File: src/rtl/fifo_uart_tx.sv
// fifo_uart_tx: UART 8N1/8N2 transmitter fed from a first-word-fall-through byte FIFO.
// Bytes are popped whenever the line is free (idle, or the last stop-bit cycle) and
// shifted out LSB-first, so queued bytes stream back-to-back with no idle gap.
//
// Ports:
//   clk         system clock
//   rst         asynchronous active-high reset
//   tx_en       transmit enable; only gates the start of a new frame
//   fifo_empty  FIFO empty flag
//   fifo_rdata  FIFO head byte, valid while fifo_empty=0
//   fifo_rd     FIFO pop strobe (combinational), one cycle per byte
//   tx          registered serial line, idle high
//   tx_busy     high while a frame is on the line
//   tx_done     one-cycle pulse on the final cycle of each frame
module fifo_uart_tx #(
    parameter int unsigned CLKS_PER_BIT = 868,
    parameter int unsigned STOP_BITS    = 1
) (
    input  logic       clk,
    input  logic       rst,
    input  logic       tx_en,
    input  logic       fifo_empty,
    input  logic [7:0] fifo_rdata,
    output logic       fifo_rd,
    output logic       tx,
    output logic       tx_busy,
    output logic       tx_done
);

    localparam int unsigned     BaudW    = (CLKS_PER_BIT > 1) ? $clog2(CLKS_PER_BIT) : 1;
    localparam logic [BaudW-1:0] BaudMax = BaudW'(CLKS_PER_BIT - 1);
    localparam logic [2:0]       StopLast = 3'(STOP_BITS - 1);

    typedef enum logic [1:0] {StIdle, StStart, StData, StStop} state_e;

    state_e           state_q, state_d;
    logic [BaudW-1:0] baud_q, baud_d;
    logic [2:0]       bit_q, bit_d;
    logic [7:0]       shift_q, shift_d;
    logic             tx_q, tx_d;
    logic             bit_end;
    logic             stop_last;
    logic             pop;

    assign bit_end   = (baud_q == BaudMax);
    // In STOP, bit_q counts stop bits so the 2-stop-bit case reuses the same counter.
    assign stop_last = (state_q == StStop) && bit_end && (bit_q == StopLast);
    // Gated by rst so no byte is popped (and lost) while the block is held in reset.
    assign pop       = tx_en & ~fifo_empty & ~rst & ((state_q == StIdle) | stop_last);

    assign fifo_rd = pop;
    assign tx      = tx_q;
    assign tx_busy = (state_q != StIdle);
    assign tx_done = stop_last;

    always_ff @(posedge clk or posedge rst) begin
        if (rst) begin
            state_q <= StIdle;
            baud_q  <= '0;
            bit_q   <= '0;
            shift_q <= '0;
            tx_q    <= 1'b1;
        end else begin
            state_q <= state_d;
            baud_q  <= baud_d;
            bit_q   <= bit_d;
            shift_q <= shift_d;
            tx_q    <= tx_d;
        end
    end

    always_comb begin
        state_d = state_q;
        baud_d  = bit_end ? '0 : baud_q + 1'b1;
        bit_d   = bit_q;
        shift_d = shift_q;
        tx_d    = tx_q;
        unique case (state_q)
            StIdle: begin
                baud_d = '0;
                if (pop) begin
                    state_d = StStart;
                    shift_d = fifo_rdata;
                    tx_d    = 1'b0;
                end
            end
            StStart: begin
                if (bit_end) begin
                    state_d = StData;
                    bit_d   = '0;
                    tx_d    = shift_q[0];
                end
            end
            StData: begin
                if (bit_end) begin
                    shift_d = shift_q >> 1;
                    if (bit_q == 3'd7) begin
                        state_d = StStop;
                        bit_d   = '0;
                        tx_d    = 1'b1;
                    end else begin
                        bit_d = bit_q + 3'd1;
                        // Next data bit is bit 1 of the pre-shift register.
                        tx_d  = shift_q[1];
                    end
                end
            end
            StStop: begin
                if (bit_end) begin
                    if (bit_q == StopLast) begin
                        bit_d = '0;
                        if (pop) begin
                            state_d = StStart;
                            shift_d = fifo_rdata;
                            tx_d    = 1'b0;
                        end else begin
                            state_d = StIdle;
                        end
                    end else begin
                        bit_d = bit_q + 3'd1;
                    end
                end
            end
            default: begin
                state_d = StIdle;
                tx_d    = 1'b1;
            end
        endcase
    end

endmodule

File: config.mk
export PLATFORM = sky130hd
export DESIGN_NAME = fifo_uart_tx
export DESIGN_NICKNAME = d
export VERILOG_FILES = /design/src/rtl/fifo_uart_tx.sv
export SDC_FILE = /design/constraint.sdc
export NUM_CORES = 1
export LEC_CHECK = 0
export ABC_AREA = 1
export BUFFER_PORTS_ARGS = -buffer_cell sky130_fd_sc_hd__buf_2
export CORE_MARGIN = 2
export CORE_UTILIZATION = 35
export CTS_CLUSTER_SIZE = 14
export DETAILED_ROUTE_END_ITERATION = 16
export PLACE_DENSITY_LB_ADDON = 0.25
export SLEW_MARGIN = 20
export SYNTH_ARGS = -nofsm -noshare
export SYNTH_HDL_FRONTEND = slang
export SYNTH_SLANG_ARGS = --single-unit
File: constraint.sdc
create_clock -name clk -period 3.09 [get_ports clk]
set_clock_uncertainty 0.1 [all_clocks]
set_input_delay 0.1545 -clock clk [delete_from_list [all_inputs] [get_ports clk]]
set_output_delay 0.1545 -clock clk [all_outputs]
set_load 0.02 [all_outputs]
== Yosys cells after proc, flatten, opt, wreduce, memory -nomap -nowiden ==
Index checks and enable logic that the tools add are counted.

* Add/sub/neg operators: 2
* Equal/unequal tests: 11
* Multiplexer cells: 28
* Bitwise operators: 6
* Reductions and logical operators: 11

{| class="wikitable"
|+ Operators by type and width
! kind !! number
|-
| two-way mux 8 bit || 4
|-
| one-hot mux 8 bit (3 select lines) || 1
|-
| two-way mux 10 bit || 2
|-
| two-way mux 3 bit || 5
|-
| two-way mux 2 bit || 6
|-
| AND reduction 4 bit || 3
|-
| adder 10 x 1 -> 10 bit (second input constant) || 1
|-
| equality test 10 bit (second input constant) || 1
|-
| inequality test 2 bit (second input constant) || 5
|-
| one-hot mux 3 bit (3 select lines) || 1
|-
| one-hot mux 2 bit (4 select lines) || 1
|-
| two-way mux 1 bit || 7
|-
| AND reduction 6 bit || 1
|-
| nonzero test 3 bit || 2
|-
| equality test 2 bit (second input constant) || 2
|-
| one-hot mux 1 bit (4 select lines) || 1
|-
| adder 3 x 1 -> 3 bit (second input constant) || 1
|-
| AND 1 bit || 3
|-
| equality test 3 bit (second input constant) || 1
|-
| zero test 3 bit || 1
|-
| equality test 2 x 1 -> 1 bit (second input constant) || 1
|-
| logical AND 1 bit || 2
|-
| zero test 2 bit || 1
|-
| inequality test 2 x 1 -> 1 bit (second input constant) || 1
|-
| 3 further kinds || 4
|}

* Flip-flop bits (word level): 24
* Bits of input ports: 12

== Depth between registers and ports, before layout ==
Gate-level depths: netlist of the first run.

* Depth in word-level cells: 9
* Gate-level depth with buffers: 11
* Gate-level depth less buffers: 11

== Least setup slack after synthesis of the first run ==
No wires, ideal clock.

* Kind: register -> register
* From: reg state_q[0]
* To: reg state_q[0]
* Arrival time: 1.471 ns
* Data required time: 2.870 ns
* Path slack: 1.398 ns
* Stages on the path, launching flop included: 10
* Clock period less this slack: 1.692 ns
* Cells stage by stage: dfrtp_1 -> inv_1 -> ha_1 -> inv_2 -> o21ai_0 -> o21bai_1 -> nor2_1 -> nand2_1 -> nand2_1 -> nand2_1

* Longest elaborated chain between the ends: 9
* Elaborated cells between the ends (all ways): 19
* Classes of those cells: eq/ne (9); mux (4); bitwise (2); reduce/logical (4)

{| class="wikitable"
|+ RTL lines
! item !! line !! source
|-
| start: declaration || 36 || <nowiki>state_e state_q, state_d;</nowiki>
|-
| start signal: assignment || 58 || <nowiki>state_q <= StIdle;</nowiki>
|-
| start signal: assignment || 64 || <nowiki>state_q <= state_d;</nowiki>
|-
| equality test 2 bit || 47, 78 ||
|-
| logical AND 1 bit (2 in a row) || 47 || <nowiki>assign stop_last = (state_q == StStop) && bit_end && (bit_q == StopLast);</nowiki>
|-
| OR 1 bit || 49 || <nowiki>assign pop = tx_en & ~fifo_empty & ~rst & ((state_q == StIdle) | stop_last);</nowiki>
|-
| AND 1 bit || 49 ||
|-
| two-way mux 1 bit || 112 || <nowiki>if (pop) begin</nowiki>
|-
| two-way mux 2 bit || 110 || <nowiki>if (bit_q == StopLast) begin</nowiki>
|-
| two-way mux 2 bit || 109 || <nowiki>if (bit_end) begin</nowiki>
|-
| one-hot mux 2 bit (4 select lines) || 78 || <nowiki>unique case (state_q)</nowiki>
|}

Several ways; a longest one is shown, not always the timed one. The select of a mux whose other input is x is not followed.
A chain may end at the register's enable or synchronous reset.

== Worst setup path after layout of the first run ==
Ends and elaborated chain as after synthesis.

==> flow_metrics.tcl, run 1 <==
set metrics [dict create \
    cts_setup_buffers 0 \
    setup_viol 0 \
    clk_pin_slew_ns 0.09 \
    status "finished clean" \
    syn_area_sq_mm 0.00145 \
    wl_mm 2.88 \
    syn_area_per_cell_sq_um 7.56 \
    dieHeight_microns 68.4 \
    syn_nets 214 \
    p_comb_frac 0.436 \
    antenna_cells 0 \
    r2r_setup_slack_ns 0.99 \
    synth_mux_area_frac 0 \
    route.vias.total 1194 \
    grt_pass1_wl_mm 5.13 \
    min_path_type "primary input to flop" \
    hold_slack_ns 0.102 \
    area_growth_syn_to_layout_pct 15.3 \
    rows 23 \
    post-route-period-util 0.679 \
    leakage_nw 0.913 \
    min_to "shift_q[7]" \
    slew_violations 0 \
    synth_top_family_by_area "simple AND/OR/NAND/NOR gates" \
    cts_sinks 24 \
    min_from "fifo_rdata[7]" \
    rsz0062_at_grt "no" \
    synth_top_area_frac 0.397 \
    grt.total_usage 0.145 \
    tns_ns 0 \
    pre_cts_slack_ns 0.986 \
    cp_data_required_time_ns 3.16 \
    cts_tree "yes" \
    switchingPower_w 0.000559 \
    gp_congestion 0.834 \
    finalWorstSetupSlack_ns 0.993 \
    critical-path-slowest-cell "dfrtp_1" \
    routed_via_density 4.56 \
    wl_per_cell_microns 11.0 \
    start_util 0.363 \
    grt_max_degree 25 \
    worstSetupStartpointType "flop" \
    reg2regPathDepth 8 \
    tightest_slew_ns 0.446 \
    synth-edff-count 0 \
    final_common_cell "nand2_1" \
    crit_type "flop to flop" \
    ys_seq_elements 24 \
    period_needed_ns 2.10 \
    yosysUniqueCellTypes 26 \
    drv_cap 0 \
    crit_top_cell "o21ai_0" \
    synth_cells 192 \
    peakVddDrop_v 0.000334 \
    fin_nets 235 \
    io_buffers 15 \
    clkPwrFrac 0.212 \
    p_sw_frac 0.420 \
    max_stage_delay_ns 0.45 \
    cp_cell_sequence "inv_1, ha_1, inv_2, o21ai_0, o21bai_1, nor2_1, o21ai_0, nand2_1" \
    synth-seq-area-share 0.415 \
    crit_start "state_q[0]" \
    io_pins 16 \
    drtPass1Iterations 4 \
    core_area_sq_mm 0.00400 \
    worstSetupEndpointType "flop" \
    synthFlopType "dfrtp_1" \
    timing.rr.end "state_q[0]" \
    max_freq_ghz 0.477 \
    r2r-start "state_q[0]" \
    die_x_microns 68.4 \
    dp_hpwl_mm 2.19 \
    synth_compound_area_frac 0.0672 \
    finalHoldViolCount 0 \
    cts-buffers-inserted 3 \
    seq_power_share 0.352 \
    async_flop_share 1.00 \
    clk_latency_ns 0.27 \
    cp.arrival_ns 2.17 \
    synth_area_leaders "dfrtp_1, nand2_1, ha_1" \
    dieArea_sq_mm 0.00468 \
    path_max_fanout 13 \
    htreeDepth 1 \
    layout-drive-gt1-share 0.151 \
    slew-limit-headroom 0.703 \
    clockRootBuffer "clkbuf_8" \
    synthAdderAreaFrac 0.0862 \
    grt_overflow 0 \
    power_density_mw_per_mm2 796 \
    route.detailed.drc 0 \
    cts_max_path_buffers 2 \
    synth_top_area_cell "dfrtp_1" \
    synth_warnings 0 \
    yosys.area_share.simple 0.352 \
    first_iter_violations 70 \
    p_int_w 0.000773 \
    layout_common_cells "nand2_1, dfrtp_1, inv_1, nor2_1, buf_2" \
    grt_pass1_vias 1114 \
    ant_nets 0 \
    grt_antenna_before_repair 0 \
    holdPathStages 5 \
    synthXorXnorAreaFrac 0.0181 \
]
-- Yosys cell counts, types with 2 or more instances --
cell,count
nand2_1,66
dfrtp_1,23
inv_1,22
nor2_1,21
nand3_1,14
ha_1,10
o21ai_0,6
nor3_1,5
xor2_1,3
a21oi_1,2
a31oi_1,2
nand2_2,2
nand2_4,2
nand3_2,2
-- worst max path at each step --
stage                             to  slack, ns  depth (start not counted)
after CTS                 state_q[0]       0.96                          8
after floorplan           state_q[0]       1.40                          9
after detailed placement  state_q[0]       0.99                          8
final                     state_q[0]       0.99                          8
after global placement    state_q[0]       1.07                          8
after global routing      state_q[1]       0.75                          8
-- cell families after synthesis --
| logic type | count (synthesis) |
|---|---|
| compound gates | 15 |
| xor+xnor | 3 |
| fa+ha+maj | 10 |
| buf+inv | 24 |
| flops | 24 |
| simple gates | 116 |
-- power groups by stage --
stage                     sequential, W  combinational (W)  clock, W
final                          0.000469           0.000581  0.000282
after global routing           0.000481           0.000697  0.000307
after CTS                      0.000469           0.000590  0.000289
after detailed placement       0.000476           0.000588         0
after global placement         0.000475           0.000587         0
after floorplan                0.000468           0.000460         0
-- metal layers --
metal	share of wire	routed length, microns	GRT usage
met2	0.44	1270	0.215
met1	0.52	1510	0.221
met5	0	0	0
met4	0.011	33	0.0375
met3	0.023	67	0.0197
-- state kept, by name, summed over array words and instances (netlist names) --
register	flops
baud_q	10
bit_q	3
shift_q	8
state_q	2
tx	1
-- cell type report --
| cell class | count | area [sq um] |
|---|---|---|
| fillers | 408 | 2330 |
| multi-input cells | 144 | 759 |
| flip-flops and latches | 24 | 602 |
| repair buffers | 17 | 92.6 |
| inverters | 23 | 86.3 |
| well taps | 50 | 62.6 |
| clock buffers | 3 | 41.3 |
| clock inverters | 1 | 30.0 |
-- metrics by stage --
step | instance area (sq um) | total power [W] | std cells | utilization
floorplan | 1450 | 0.000928 | 192 | -
global placement | 1590 | 0.00106 | 257 | 0.398
detailed placement | 1590 | 0.00106 | 257 | 0.398
CTS | 1670 | 0.00135 | 262 | 0.419
global route | 1670 | 0.00148 | 262 | 0.419
finish | 1670 | 0.00133 | 262 | 0.419
-- critical path, delay by kind of cell, from the launching register on --
kind / cells / cell delay [ns]
flip-flops: 1 / 0.45
buffers and inverters: 2 / 0.32
AND/OR/NAND/NOR: 2 / 0.14
AO/OA/AOI/OAI: 3 / 0.55
adder cells (fa/ha/maj): 1 / 0.44
-- what timing repair did --
action,CTS,global route
hold buffers,1,0
gates resized for setup,0,0
hold endpoints to repair,23,0
(Power assumes the default switching activity.)
==> inputs of run 2 (changes only) <==
==> constraint.sdc (replaced) <==
create_clock -name clk -period 1.79 [get_ports clk]
set_clock_uncertainty 0.1 [all_clocks]
set_input_delay 0.0895 -clock clk [delete_from_list [all_inputs] [get_ports clk]]
set_output_delay 0.0895 -clock clk [all_outputs]
set_load 0.02 [all_outputs]
==> run 2 against run 1 <==
Compared with the run above:
- worst hold slack got worse by 0.073 ns
- setup slack got worse by 0.91 ns
- clock power rose by 68%
- sequential power rose by 73%
- cell area rose by 11%
- global-route usage fell by 0.28 points
- utilization rose by 4.7 points
- critical path depth rose by 1
- sequential cell count did not move
- largest power group unchanged
- highest routed layer unchanged
==> flow_metrics.tcl, run 2 (synthesized netlist as in run 1, its figures left out) <==
set metrics [dict create \
    power_density_mw_per_mm2 1430 \
    io_pins 16 \
    clk_latency_ns 0.27 \
    grt_pass1_vias 1106 \
    finalHoldViolCount 0 \
    hold_slack_ns 0.0286 \
    finalWorstSetupSlack_ns 0.0838 \
    io_buffers 15 \
    post-route-period-util 0.953 \
    grt_pass1_wl_mm 5.05 \
    dpl.cell_count 262 \
    largest-register "baud_q" \
    clockRootBuffer "clkbuf_8" \
    grt_max_degree 25 \
    status "finished clean" \
    largest_reg_flops 10 \
    drv_cap 0 \
    start_util 0.363 \
    wl_mm 2.95 \
    route.detailed.drc 0 \
    leakage_nw 0.995 \
    gp_congestion 0.797 \
    top_regs "baud_q x10, shift_q x8, bit_q x3" \
    dieArea_sq_mm 0.00468 \
    worstSetupStartpointType "flop" \
    path_buf_inv 3 \
    first_iter_violations 32 \
    cts-buffers-inserted 3 \
    layout-drive-gt1-share 0.300 \
    dp_hpwl_mm 2.16 \
    max_freq_ghz 0.586 \
    cp.arrival_ns 1.52 \
    worstSetupEndpointType "output port" \
    wl_per_cell_microns 10.5 \
    rows 23 \
    routed_via_density 4.50 \
    drtPass1Iterations 4 \
    grt_overflow 0 \
    htreeDepth 1 \
    peakVddDrop_v 0.000607 \
    cts_sinks 24 \
    min_path_type "primary input to flop" \
    antenna_cells 0 \
    tightest_slew_ns 0.313 \
    crit_type "flop to output port" \
    dieHeight_microns 68.4 \
    layout_common_cells "nand2_1, dfrtp_1, buf_4, nor2_1, inv_1" \
    slew-limit-headroom 0.791 \
    setup_viol 0 \
    slew_violations 0 \
    path_max_fanout 3 \
    pre_cts_slack_ns 0.0546 \
    core_area_sq_mm 0.00400 \
    cts_tree "yes" \
    die_x_microns 68.4 \
    grt_antenna_before_repair 0 \
    clk_pin_slew_ns 0.09 \
    cts_max_path_buffers 2 \
    r2r_setup_slack_ns 0.12 \
    cp_data_required_time_ns 1.60 \
    cp_top_family "simple AND/OR/NAND/NOR gates" \
    max_stage_delay_ns 0.41 \
    stdcell_count 280 \
    final_common_cell "nand2_1" \
    fin_nets 253 \
    grt.total_usage 0.143 \
    cp_cell_sequence "inv_2, ha_2, nand2_2, nor2_2, nand3_2, nand2_2, nand2_4, inv_2, buf_6" \
    critical-path-slowest-cell "dfrtp_1" \
    ant_nets 0 \
    route.vias.total 1261 \
    period_needed_ns 1.71 \
    area_growth_syn_to_layout_pct 28.3 \
    nFillCells 415 \
]
-- run 2: changes by cell type in the layout (fill, tap and decap cells not counted), moves of 3 or more --
cell	delta
ha_2	+4
nor2_1	-3
nor2_2	+3
inv_1	-5
dfrtp_1	-3
inv_2	+5
dfrtp_2	+3
nand2_1	-3
ha_1	-5
buf_4	+18
-- run 2: tightest hold or removal path, stage by stage --
cell and delay (ns):
buf_2 0.09, inv_1 0.04, nor2_1 0.03, nand3_1 0.06
nand2_1 0.05
-- run 2: per-layer routing --
layer | track usage | wire (microns) | up-vias
li1 | - | - | 677
met1 | 0.211 | 1550 | 562
met2 | 0.209 | 1280 | 18
met3 | 0.0395 | 94 | 4
met4 | 0.0225 | 21 | 0
met5 | 0 | 0 | -
-- run 2: stage by stage --
stage          utilization  TNS, ns  power, W  cell area, sq um
2_1_floorplan            -        0   0.00160              1450
3_3_place_gp         0.408        0   0.00193              1630
3_5_place_dp         0.408        0   0.00193              1630
4_1_cts              0.435        0   0.00247              1740
5_1_grt              0.465  -0.0269   0.00290              1860
6_report             0.465        0   0.00266              1860
-- run 2: report_power, final --
| part | internal, W | switching (W) | total [W] |
|---|---|---|---|
| Combinational | 0.000593 | 0.000780 | 0.00137 |
| Sequential | 0.000703 | 0.000108 | 0.000811 |
| Clock | 0.000299 | 0.000175 | 0.000474 |
-- run 2: area by class of cell --
class                           count  area, sq um  share of cell area
Tap cell                           50         62.6              0.0336
Clock inverter                      1         30.0              0.0161
Sequential cell                    24          606               0.325
Clock buffer                        3         41.3              0.0222
Inverter                           23         86.3              0.0464
Multi-Input combinational cell    144          802               0.431
Timing Repair Buffer               35          234               0.126
-- run 2: path summary, 6_finish.rpt --
kind / from / end / cells past startpoint
setup / recovery: bit_q[0] / fifo_rd / 9
max in group asynchronous: rst / tx / 4
min in group asynchronous: rst / baud_q[0] / 4
hold / removal: fifo_rdata[7] / shift_q[7] / 5
hold reg to reg: tx / tx / 2
setup reg to reg: baud_q[7] / bit_q[0] / 6
-- run 2: repair_timing --
action / in CTS / in global routing
hold buffers: 1 / 0
setup buffers: 2 / 11
endpoints found under the setup margin: 1 / 12
pin swaps: 0 / 6
hold endpoints to repair: 23 / 0
gates resized for setup: 5 / 19
